<file path="src/rtl/lcd_pkg.sv">
// Shared types and constants for the LCD write scheduler.
// Holds the init sequence, command codes and FIFO entry layout.
package lcd_pkg;

    typedef enum logic [2:0] {
        PWRUP,
        INIT_ISSUE,
        INIT_WAIT,
        IDLE,
        ISSUE_WAIT
    } lcd_state_t;

    typedef struct packed {
        logic       rs;
        logic [7:0] data;
    } lcd_entry_t;

    localparam int INIT_LEN = 4;
    localparam int IDX_W    = $clog2(INIT_LEN);

    // Element 0 is sent first.
    localparam logic [INIT_LEN-1:0][7:0] INIT_SEQ = {
        8'h06, 8'h01, 8'h0C, 8'h38
    };

    localparam logic [7:0] CMD_CLEAR = 8'h01;
    localparam logic [7:0] CMD_HOME  = 8'h02;

    // Clear and home are the slow HD44780 commands.
    function automatic logic is_long_cmd(lcd_entry_t e);
        return !e.rs && (e.data == CMD_CLEAR || e.data == CMD_HOME);
    endfunction

    function automatic int max3(int a, int b, int c);
        int m;
        m = (a > b) ? a : b;
        return (m > c) ? m : c;
    endfunction

endpackage

</file>
<file path="src/rtl/lcd_cmd_fifo.sv">
// Byte FIFO holding {rs, byte} entries waiting for the LCD.
// Head is presented combinationally; full never bypasses a pop.
module lcd_cmd_fifo
    import lcd_pkg::*;
#(
    parameter int DEPTH = 16,
    localparam int AW = $clog2(DEPTH),
    localparam int LW = AW + 1
) (
    input  logic          ACLK,
    input  logic          RESETN,
    input  logic          push,
    input  lcd_entry_t    wdata,
    input  logic          pop,
    output lcd_entry_t    rdata,
    output logic          full,
    output logic          empty,
    output logic [LW-1:0] level
);

    lcd_entry_t    mem [DEPTH];
    logic [AW-1:0] wr_ptr;
    logic [AW-1:0] rd_ptr;
    logic [LW-1:0] count;
    logic          do_push;
    logic          do_pop;

    assign full    = (count == LW'(DEPTH));
    assign empty   = (count == '0);
    assign level   = count;
    assign rdata   = mem[rd_ptr];
    assign do_push = push && !full;
    assign do_pop  = pop && !empty;

    // Storage array; contents need no reset since count gates reads.
    always_ff @(posedge ACLK) begin
        if (do_push) begin
            mem[wr_ptr] <= wdata;
        end
    end

    // Pointers and occupancy.
    always_ff @(posedge ACLK or negedge RESETN) begin
        if (!RESETN) begin
            wr_ptr <= '0;
            rd_ptr <= '0;
            count  <= '0;
        end else begin
            if (do_push) begin
                wr_ptr <= wr_ptr + 1'b1;
            end
            if (do_pop) begin
                rd_ptr <= rd_ptr + 1'b1;
            end
            if (do_push && !do_pop) begin
                count <= count + 1'b1;
            end else if (do_pop && !do_push) begin
                count <= count - 1'b1;
            end
        end
    end

endmodule

</file>
<file path="src/rtl/lcd_write_scheduler.sv">
// Sequences HD44780 init and queued bytes onto the LCD peripheral.
// Enforces inter-write spacing since the peripheral has no busy flag.
module lcd_write_scheduler
    import lcd_pkg::*;
#(
    parameter logic [31:0] BASEADDRESS     = 32'h5000_0000,
    parameter int          FIFO_DEPTH      = 16,
    parameter int          PWRUP_CYCLES    = 750_000,
    parameter int          GAP_CYCLES      = 100_010,
    parameter int          LONG_GAP_CYCLES = 160_000,
    localparam int         LW = $clog2(FIFO_DEPTH) + 1
) (
    input  logic          ACLK,
    input  logic          RESETN,
    input  logic          IN_VALID,
    output logic          IN_READY,
    input  logic          IN_RS,
    input  logic [7:0]    IN_BYTE,
    input  logic          REINIT,
    output logic          LCD_WRSTB,
    output logic [31:0]   LCD_ADDR,
    output logic [31:0]   LCD_DATA_O,
    output logic          INIT_DONE,
    output logic          BUSY,
    output logic [LW-1:0] FIFO_LEVEL
);

    localparam int MAXC = max3(PWRUP_CYCLES, GAP_CYCLES, LONG_GAP_CYCLES);
    localparam int CW   = $clog2(MAXC) + 1;

    localparam logic [CW-1:0] PWR_LD  = CW'(PWRUP_CYCLES - 1);
    localparam logic [CW-1:0] GAP_LD  = CW'(GAP_CYCLES - 1);
    localparam logic [CW-1:0] LONG_LD = CW'(LONG_GAP_CYCLES - 1);

    lcd_state_t       state;
    lcd_state_t       state_n;
    logic [CW-1:0]    cnt;
    logic [CW-1:0]    cnt_n;
    logic [IDX_W-1:0] idx;
    logic [IDX_W-1:0] idx_n;
    logic             init_done;
    logic             done_n;
    lcd_entry_t       cur;
    lcd_entry_t       cur_n;
    logic             wrstb;
    logic             wrstb_n;
    logic [CW-1:0]    gap_ld;

    lcd_entry_t       in_entry;
    lcd_entry_t       head;
    logic             pop;
    logic             full;
    logic             empty;
    logic [LW-1:0]    level;

    assign in_entry.rs   = IN_RS;
    assign in_entry.data = IN_BYTE;

    lcd_cmd_fifo #(
        .DEPTH (FIFO_DEPTH)
    ) u_fifo (
        .ACLK   (ACLK),
        .RESETN (RESETN),
        .push   (IN_VALID),
        .wdata  (in_entry),
        .pop    (pop),
        .rdata  (head),
        .full   (full),
        .empty  (empty),
        .level  (level)
    );

    // The byte just strobed decides how long the following wait is.
    assign gap_ld = is_long_cmd(cur) ? LONG_LD : GAP_LD;

    assign IN_READY   = !full;
    assign FIFO_LEVEL = level;
    assign LCD_WRSTB  = wrstb;
    assign LCD_ADDR   = BASEADDRESS + 32'(cur.rs);
    assign LCD_DATA_O = {24'b0, cur.data};
    assign INIT_DONE  = init_done;
    assign BUSY       = (state != IDLE) || !empty;

    // State, counter and registered strobe/address/data.
    always_ff @(posedge ACLK or negedge RESETN) begin
        if (!RESETN) begin
            state     <= PWRUP;
            cnt       <= PWR_LD;
            idx       <= '0;
            init_done <= 1'b0;
            cur       <= '0;
            wrstb     <= 1'b0;
        end else begin
            state     <= state_n;
            cnt       <= cnt_n;
            idx       <= idx_n;
            init_done <= done_n;
            cur       <= cur_n;
            wrstb     <= wrstb_n;
        end
    end

    // Next-state logic; a wait spends its strobe cycle loading the counter.
    always_comb begin
        state_n = state;
        cnt_n   = cnt;
        idx_n   = idx;
        done_n  = init_done;
        cur_n   = cur;
        wrstb_n = 1'b0;
        pop     = 1'b0;
        unique case (state)
            PWRUP: begin
                if (cnt == '0) begin
                    state_n = INIT_ISSUE;
                    idx_n   = '0;
                end else begin
                    cnt_n = cnt - 1'b1;
                end
            end
            INIT_ISSUE: begin
                cur_n.rs   = 1'b0;
                cur_n.data = INIT_SEQ[idx];
                wrstb_n    = 1'b1;
                state_n    = INIT_WAIT;
            end
            INIT_WAIT: begin
                if (wrstb) begin
                    cnt_n = gap_ld;
                end else if (cnt != '0) begin
                    cnt_n = cnt - 1'b1;
                end else if (idx == IDX_W'(INIT_LEN - 1)) begin
                    state_n = IDLE;
                    done_n  = 1'b1;
                end else begin
                    idx_n   = idx + 1'b1;
                    state_n = INIT_ISSUE;
                end
            end
            IDLE: begin
                if (REINIT) begin
                    done_n  = 1'b0;
                    idx_n   = '0;
                    state_n = INIT_ISSUE;
                end else if (!empty) begin
                    pop     = 1'b1;
                    cur_n   = head;
                    wrstb_n = 1'b1;
                    state_n = ISSUE_WAIT;
                end
            end
            ISSUE_WAIT: begin
                if (wrstb) begin
                    cnt_n = gap_ld;
                end else if (cnt != '0) begin
                    cnt_n = cnt - 1'b1;
                end else begin
                    state_n = IDLE;
                end
            end
            default: begin
                state_n = PWRUP;
                cnt_n   = PWR_LD;
            end
        endcase
    end

endmodule

</file>
<file path="config.mk">
export PLATFORM = sky130hd
export DESIGN_NAME = lcd_write_scheduler
export DESIGN_NICKNAME = d
export VERILOG_FILES = /design/src/rtl/lcd_pkg.sv /design/src/rtl/lcd_cmd_fifo.sv /design/src/rtl/lcd_write_scheduler.sv
export SDC_FILE = /design/constraint.sdc
export NUM_CORES = 1
export LEC_CHECK = 0
export ABC_CLOCK_PERIOD_IN_PS = 3200
export BUFFER_PORTS_ARGS = -buffer_cell sky130_fd_sc_hd__buf_2
export CAP_MARGIN = 20
export CORE_MARGIN = 1.5
export CORE_UTILIZATION = 56
export CTS_BUF_LIST = sky130_fd_sc_hd__clkbuf_4
export DETAILED_ROUTE_END_ITERATION = 10
export PLACE_DENSITY = 0.79
export SETUP_SLACK_MARGIN = 0.02
export SLEW_MARGIN = 20
export SYNTH_ARGS = -nofsm -noshare
export SYNTH_HDL_FRONTEND = slang
export SYNTH_HIERARCHICAL = 1
export SYNTH_SLANG_ARGS = --single-unit
</file>
<file path="constraint.sdc">
create_clock -name ACLK -period 3.2 [get_ports ACLK]
set_input_delay 0 -clock ACLK [delete_from_list [all_inputs] [get_ports ACLK]]
set_output_delay 0 -clock ACLK [all_outputs]
set_load 0.02 [all_outputs]
</file>
; Word level (Yosys, flattened, before mapping)
; Memory sizes are Yosys's and may differ from the RTL's.
; Index checks and enable logic that the tools add are counted.
[op_classes]
n_reduce_logical = 27
addsub = 7
order_cmp = 1
n_eq_ne = 22
bitwise_logic = 1
muxes = 38
[op_table]
columns = operator, n
row1 = $mux W21, 3
row2 = $pmux W21 S3, 1
row3 = $add A31 B1 Y32 const A, 1
row4 = $ne A2 B2 Y1 const B, 11
row5 = $logic_not A21 Y1, 1
row6 = $mux W3, 7
row7 = $reduce_bool A21 Y1, 1
row8 = $sub A21 B1 Y21 const B, 1
row9 = $mux W18, 1
row10 = $mux W9, 2
row11 = $pmux W9 S2, 1
row12 = $bmux W8 S2, 1
row13 = $pmux W3 S5, 1
row14 = $mux W2, 6
row15 = $reduce_and A6 Y1, 2
row16 = $mux W5, 2
row17 = $mux W1, 9
row18 = $add A4 B1 Y4 const B, 2
row19 = $eq A8 B1 Y1 const B, 1
row20 = $eq A8 B2 Y1 const B, 1
row21 = $mux W8, 1
row22 = $eq A3 B2 Y1 const B, 2
row23 = $pmux W2 S3, 1
row24 = $reduce_and A3 Y1, 2
row25 = 22 further kinds, 35
[word_totals]
elab_cells = 107
ramBits = 144
output_inout_bits = 73
reg_bits = 50
input_bits = 13
memories = 1
[mem_list]
columns = name, words, width, rd, rd_clocked_by_memory_dff, wr, line
row1 = u_fifo.mem, 16, 9, 1, 0, 1, lcd_cmd_fifo.sv:21  ; lcd_entry_t mem [DEPTH];

; Depth between registers and ports, before layout
[depth]
word_depth = 8
depth_mapped = 14
mapped_depth_nobuf = 12

; Cells and area by module
; Netlist, hierarchy kept.
[modules_own_cells]
columns = module, area_per_inst_um2, seq_area_each_um2, cells_per_inst, instances
row1 = lcd_cmd_fifo, 6414.9, 4649.5, 349, 1
row2 = lcd_write_scheduler, 2707.6, 942.2, 313, 1

; Worst setup path after synthesis
; No wires, ideal clock.
[synth_timing]
path_type = register to register
start = reg state[1]
end = reg u_fifo.count[4] (netlist: u_fifo/level[4])
stages_incl_launch_ff = 15
period_less_slack_ns = 3.288
arrival_ns = 3.154
n_path_buf = 2
required_ns = 3.066
setup_time_ns = 0.134
path_slack_ns = -0.088
cell_sequence = dfrtp_1 > clkbuf_1 > nor2b_1 > and2_1 > clkbuf_1 > nor3b_1 > o21a_4 > inv_2 > ha_1 > inv_1 > ha_1 > a21o_1 > a21oi_1 > mux2i_1 > xnor2_1
[synth_via]
elab_chain_len = 6
elab_cells_between_ends = 8
cone_classes = eq/ne: 1 / mux: 2 / reduce/logical: 5
[synth_lines]
columns = element, line
row1 = from (decl), lcd_write_scheduler.sv:35  ; lcd_state_t state;
row2 = from (signal assigned), lcd_write_scheduler.sv:94  ; state <= state_n;
row3 = $eq A3 B2 Y1 *, lcd_write_scheduler.sv:112  ; unique case (state)
row4 = $mux W1 *, lcd_write_scheduler.sv:112
row5 = via pop, lcd_write_scheduler.sv:51  ; logic pop;
row6 = $logic_and A1 B1 Y1 *, lcd_cmd_fifo.sv:33  ; assign do_pop = pop && !empty;
row7 = $logic_not A1 Y1, lcd_cmd_fifo.sv:55  ; if (do_push && !do_pop) begin
row8 = $logic_and A1 B1 Y1, lcd_cmd_fifo.sv:55
row9 = $mux W5 / $reduce_bool A2 Y1 (equally long branches), n/a
row10 = to (signal assigned), lcd_cmd_fifo.sv:56  ; count <= count + 1'b1;
row11 = to (signal assigned), lcd_cmd_fifo.sv:58  ; count <= count - 1'b1;
row12 = to (decl), lcd_cmd_fifo.sv:24  ; logic [LW-1:0] count;
; The timed path passes the listed nets; every way through them passes the cells marked *.
; A chain may end at the register's enable or synchronous reset.

; Worst setup path after layout
[layout_timing]
start = reg cnt[0]
end = reg cnt[14]
[layout_via]
elab_chain_len = 4
elab_cells_between_ends = 10
cone_classes = add/sub: 1 / eq/ne: 2 / mux: 4 / reduce/logical: 3
[layout_lines]
columns = element, line
row1 = from (decl), lcd_write_scheduler.sv:37  ; logic [CW-1:0] cnt;
row2 = from (signal assigned), lcd_write_scheduler.sv:95  ; cnt <= cnt_n;
row3 = $sub A21 B1 Y21, "lcd_write_scheduler.sv:118, lcd_write_scheduler.sv:131, lcd_write_scheduler.sv:156"
row4 = $mux W21, "lcd_write_scheduler.sv:130, lcd_write_scheduler.sv:155"
row5 = $mux W21, lcd_write_scheduler.sv:128  ; if (wrstb) begin
row6 = $pmux W21 S3, lcd_write_scheduler.sv:112
; Several ways; a longest one is shown, not always the timed one. The select of a mux whose other input is x is not followed.

==> metrics.csv <==
metric;value;unit
max_stage_delay;0.59;ns
finalSetupTns;0;ns
numCtsBuffers;17;
hpwl;12600;um
die_w;131;um
cts_root_buffer;clkbuf_4;
worst_ep_arrival_time;3.46;ns
power_density;800;nW/um2
crit_slowest_cell;or4b_1;
min_period;2.99;ns
grt-ovfl-total;0;
peakVddDrop;0.329;mV
synth-seq-cells;194;
synth.distinct_cells;67;
worst_slew_pin_slew;0.841;ns
ios;86;
syn_area;9120;um2
slew_headroom;0.436;
synth_area_leader_cell;edfxtp_1;
yosysSeqAreaShare;0.613;
clock_sinks;194;
wl;18600;um
min-delay-path-class;input pin to async pin;
setup_violations;0;
cts_tree;done;
status;complete, but fails checks;
detail_route.wl_per_cell;19.5;um
core_area;15900;um2
drc_errors;0;
grt_pass1_vias;5387;
grtUsageTotal;0.226;
viasPerCell;5.93;
yosys_warnings;6;
portBuffers;30;
fillCellCount;1192;
drive_gt1_frac;0.208;
crit_type;flop to flop;
synthMostInstantiatedCell;edfxtp_1;
fmax;0.334;GHz
worst_hold_slack;-0.00916;ns
synthArstFlopShare;0.258;
final_max_slew_viol_count;0;
grt_start_max_net_pins;51;
antenna_found_initial;0;
place_congestion;0.872;
dieArea;17100;um2
path_delay_family;simple AND/OR/NAND/NOR gates;
path_max_fanout;8;
initialDrtViolationCount;573;
failed_checks;negative hold slack;
start_util;0.574;
rsz0062_at_grt;no;
synth_flop_cell;edfxtp_1;
dieHeight;131;um
yosysTopAreaCellShare;0.474;
syn_avg_cell_area;13.8;um2
grt_pass1_wl;28700;um
clkSlewWorstSetupHoldPaths;0.16;ns
p_total;7.87;mW
leakagePower;3.72;nW
yosys-top-cells-area;edfxtp_1, dfrtp_1, buf_4;
nets;751;
vias;5651;
critPathCaptureType;flop;
synthTopCellsByCount;edfxtp_1, buf_4, nor2_1;
fin_skew;0.0147;ns
synth_edf_count;144;
cts.htree.levels;4;
fin_crit_sh;0.935;
cap_violations;0;
first_pass_iters;5;
syn_inst;662;
path_cells;inv_1, ha_1, or4b_1, or3_1, nor2_1, buf_4, a211oi_1, a211oi_1;
crit_buf_inv;2;
critical_path_required;3.67;ns
clock_latency;0.56;ns
cp_common_cell;a211oi_1;
area_growth;7.80;%
hold_viol_final;4;
startpoint_type;flop;
rows;46;
antenna_cells;0;
ant_nets;0;
cts_max_path_buffers;2;
[what timing repair did]
| action | in CTS | in global routing |
|---|---|---|
| endpoints found under the hold margin | 196 | 0 |
| hold buffers | 12 | 0 |
| resized for setup | 0 | 5 |
| setup endpoints to repair | 0 | 1 |
| buffers inserted | 0 | 2 |
[per-layer routing]
| layer | vias up | track usage | wire (um) |
|---|---|---|---|
| met2 | 248 | 0.382 | 9420 |
| met1 | 2843 | 0.303 | 7850 |
| met3 | 26 | 0.0419 | 1120 |
| li1 | 2534 | - | - |
| met5 | - | 0 | 0 |
| met4 | 0 | 0.0653 | 233 |
[cells by family (layout without fill, tap and decap cells)]
kind of cell	count (synthesis)	in the layout	synth area share
XOR/XNOR	12	12	0.0115
AND/OR/NAND/NOR	149	149	0.0811
buffers and inverters	97	119	0.0706
adder cells (fa/ha/maj)	14	14	0.0200
AO/OA/AOI/OAI	132	132	0.110
multiplexers	62	62	0.0930
flip-flops	194	194	0.613
other	2	55	0.000823
[final timing paths]
| path | start | end | slack (ns) | depth (start not counted) |
|---|---|---|---|---|
| setup / recovery | cnt[0] | cnt[14] | 0.21 | 8 |
| hold / removal | RESETN | cnt[4] | -0.009 | 2 |
| setup reg to reg | cnt[0] | cnt[14] | 0.21 | 8 |
| hold reg to reg | LCD_DATA_O[2] | LCD_DATA_O[2] | 0.53 | 2 |
| max in group asynchronous | RESETN | u_fifo/level[0] | 2.73 | 2 |
| min in group ACLK | REINIT | state[0] | 0.34 | 3 |
[layout by cell type (no fill, tap or decap), types with 5 or more instances in the layout]
| cell type | instances |
|---|---|
| edfxtp_1 | 144 |
| conb_1 | 55 |
| nor2_1 | 43 |
| mux2i_1 | 42 |
| nand2_1 | 35 |
| dfrtp_1 | 34 |
| buf_4 | 33 |
| buf_2 | 29 |
| o21ai_0 | 26 |
| a21oi_1 | 20 |
| clkbuf_4 | 19 |
| nor3_1 | 18 |
| mux4_2 | 18 |
| ha_1 | 13 |
| dfstp_2 | 13 |
| dlygate4sd3_1 | 12 |
| a221oi_1 | 11 |
| a22oi_1 | 11 |
| inv_1 | 10 |
| a221oi_2 | 10 |
| a21o_1 | 9 |
| xnor2_1 | 9 |
| nor2b_1 | 6 |
| nand2b_1 | 6 |
| nor4_1 | 6 |
| a22o_1 | 6 |
| nand3_1 | 5 |
| and3_1 | 5 |
| o22a_1 | 5 |
[where the power goes]
part | internal (mW) | switching (mW) | leakage [nW]
clock | 0.437 | 0.866 | 0.158
combinational | 1.23 | 1.73 | 1.65
sequential | 3.21 | 0.401 | 1.91
[per-stage QoR]
step,area (um2),hold WS [ns],std cells,util,setup WS (ns)
finish,9830,-0.00916,953,0.619,0.209
global route,9830,0.0367,953,0.619,0.0259
CTS,9800,0.175,951,0.617,0.0871
detailed placement,9390,0.267,907,0.591,0.124
global placement,9390,0.252,907,0.591,0.206
floorplan,9330,-0.296,715,-,0.0650
[area by class of cell]
cell class / instances / area (um2) / area share
Clock buffer: 19 / 143 / 0.0145
Inverter: 12 / 45.0 / 0.00458
Multi-Input combinational cell: 424 / 3100 / 0.316
Tap cell: 216 / 270 / 0.0275
Sequential cell: 194 / 5600 / 0.569
Timing Repair Buffer: 75 / 533 / 0.0542
Clock inverter: 13 / 144 / 0.0146
[flip-flops by register name, indices dropped and copies added, names as in the netlist]
register       flops
LCD_WRSTB          1
u_fifo/rd_ptr      4
cnt               21
LCD_DATA_O         8
idx                2
u_fifo/wr_ptr      4
cur                1
INIT_DONE          1
u_fifo/level       5
state              3
u_fifo/mem       144
(Power assumes the default switching activity.)
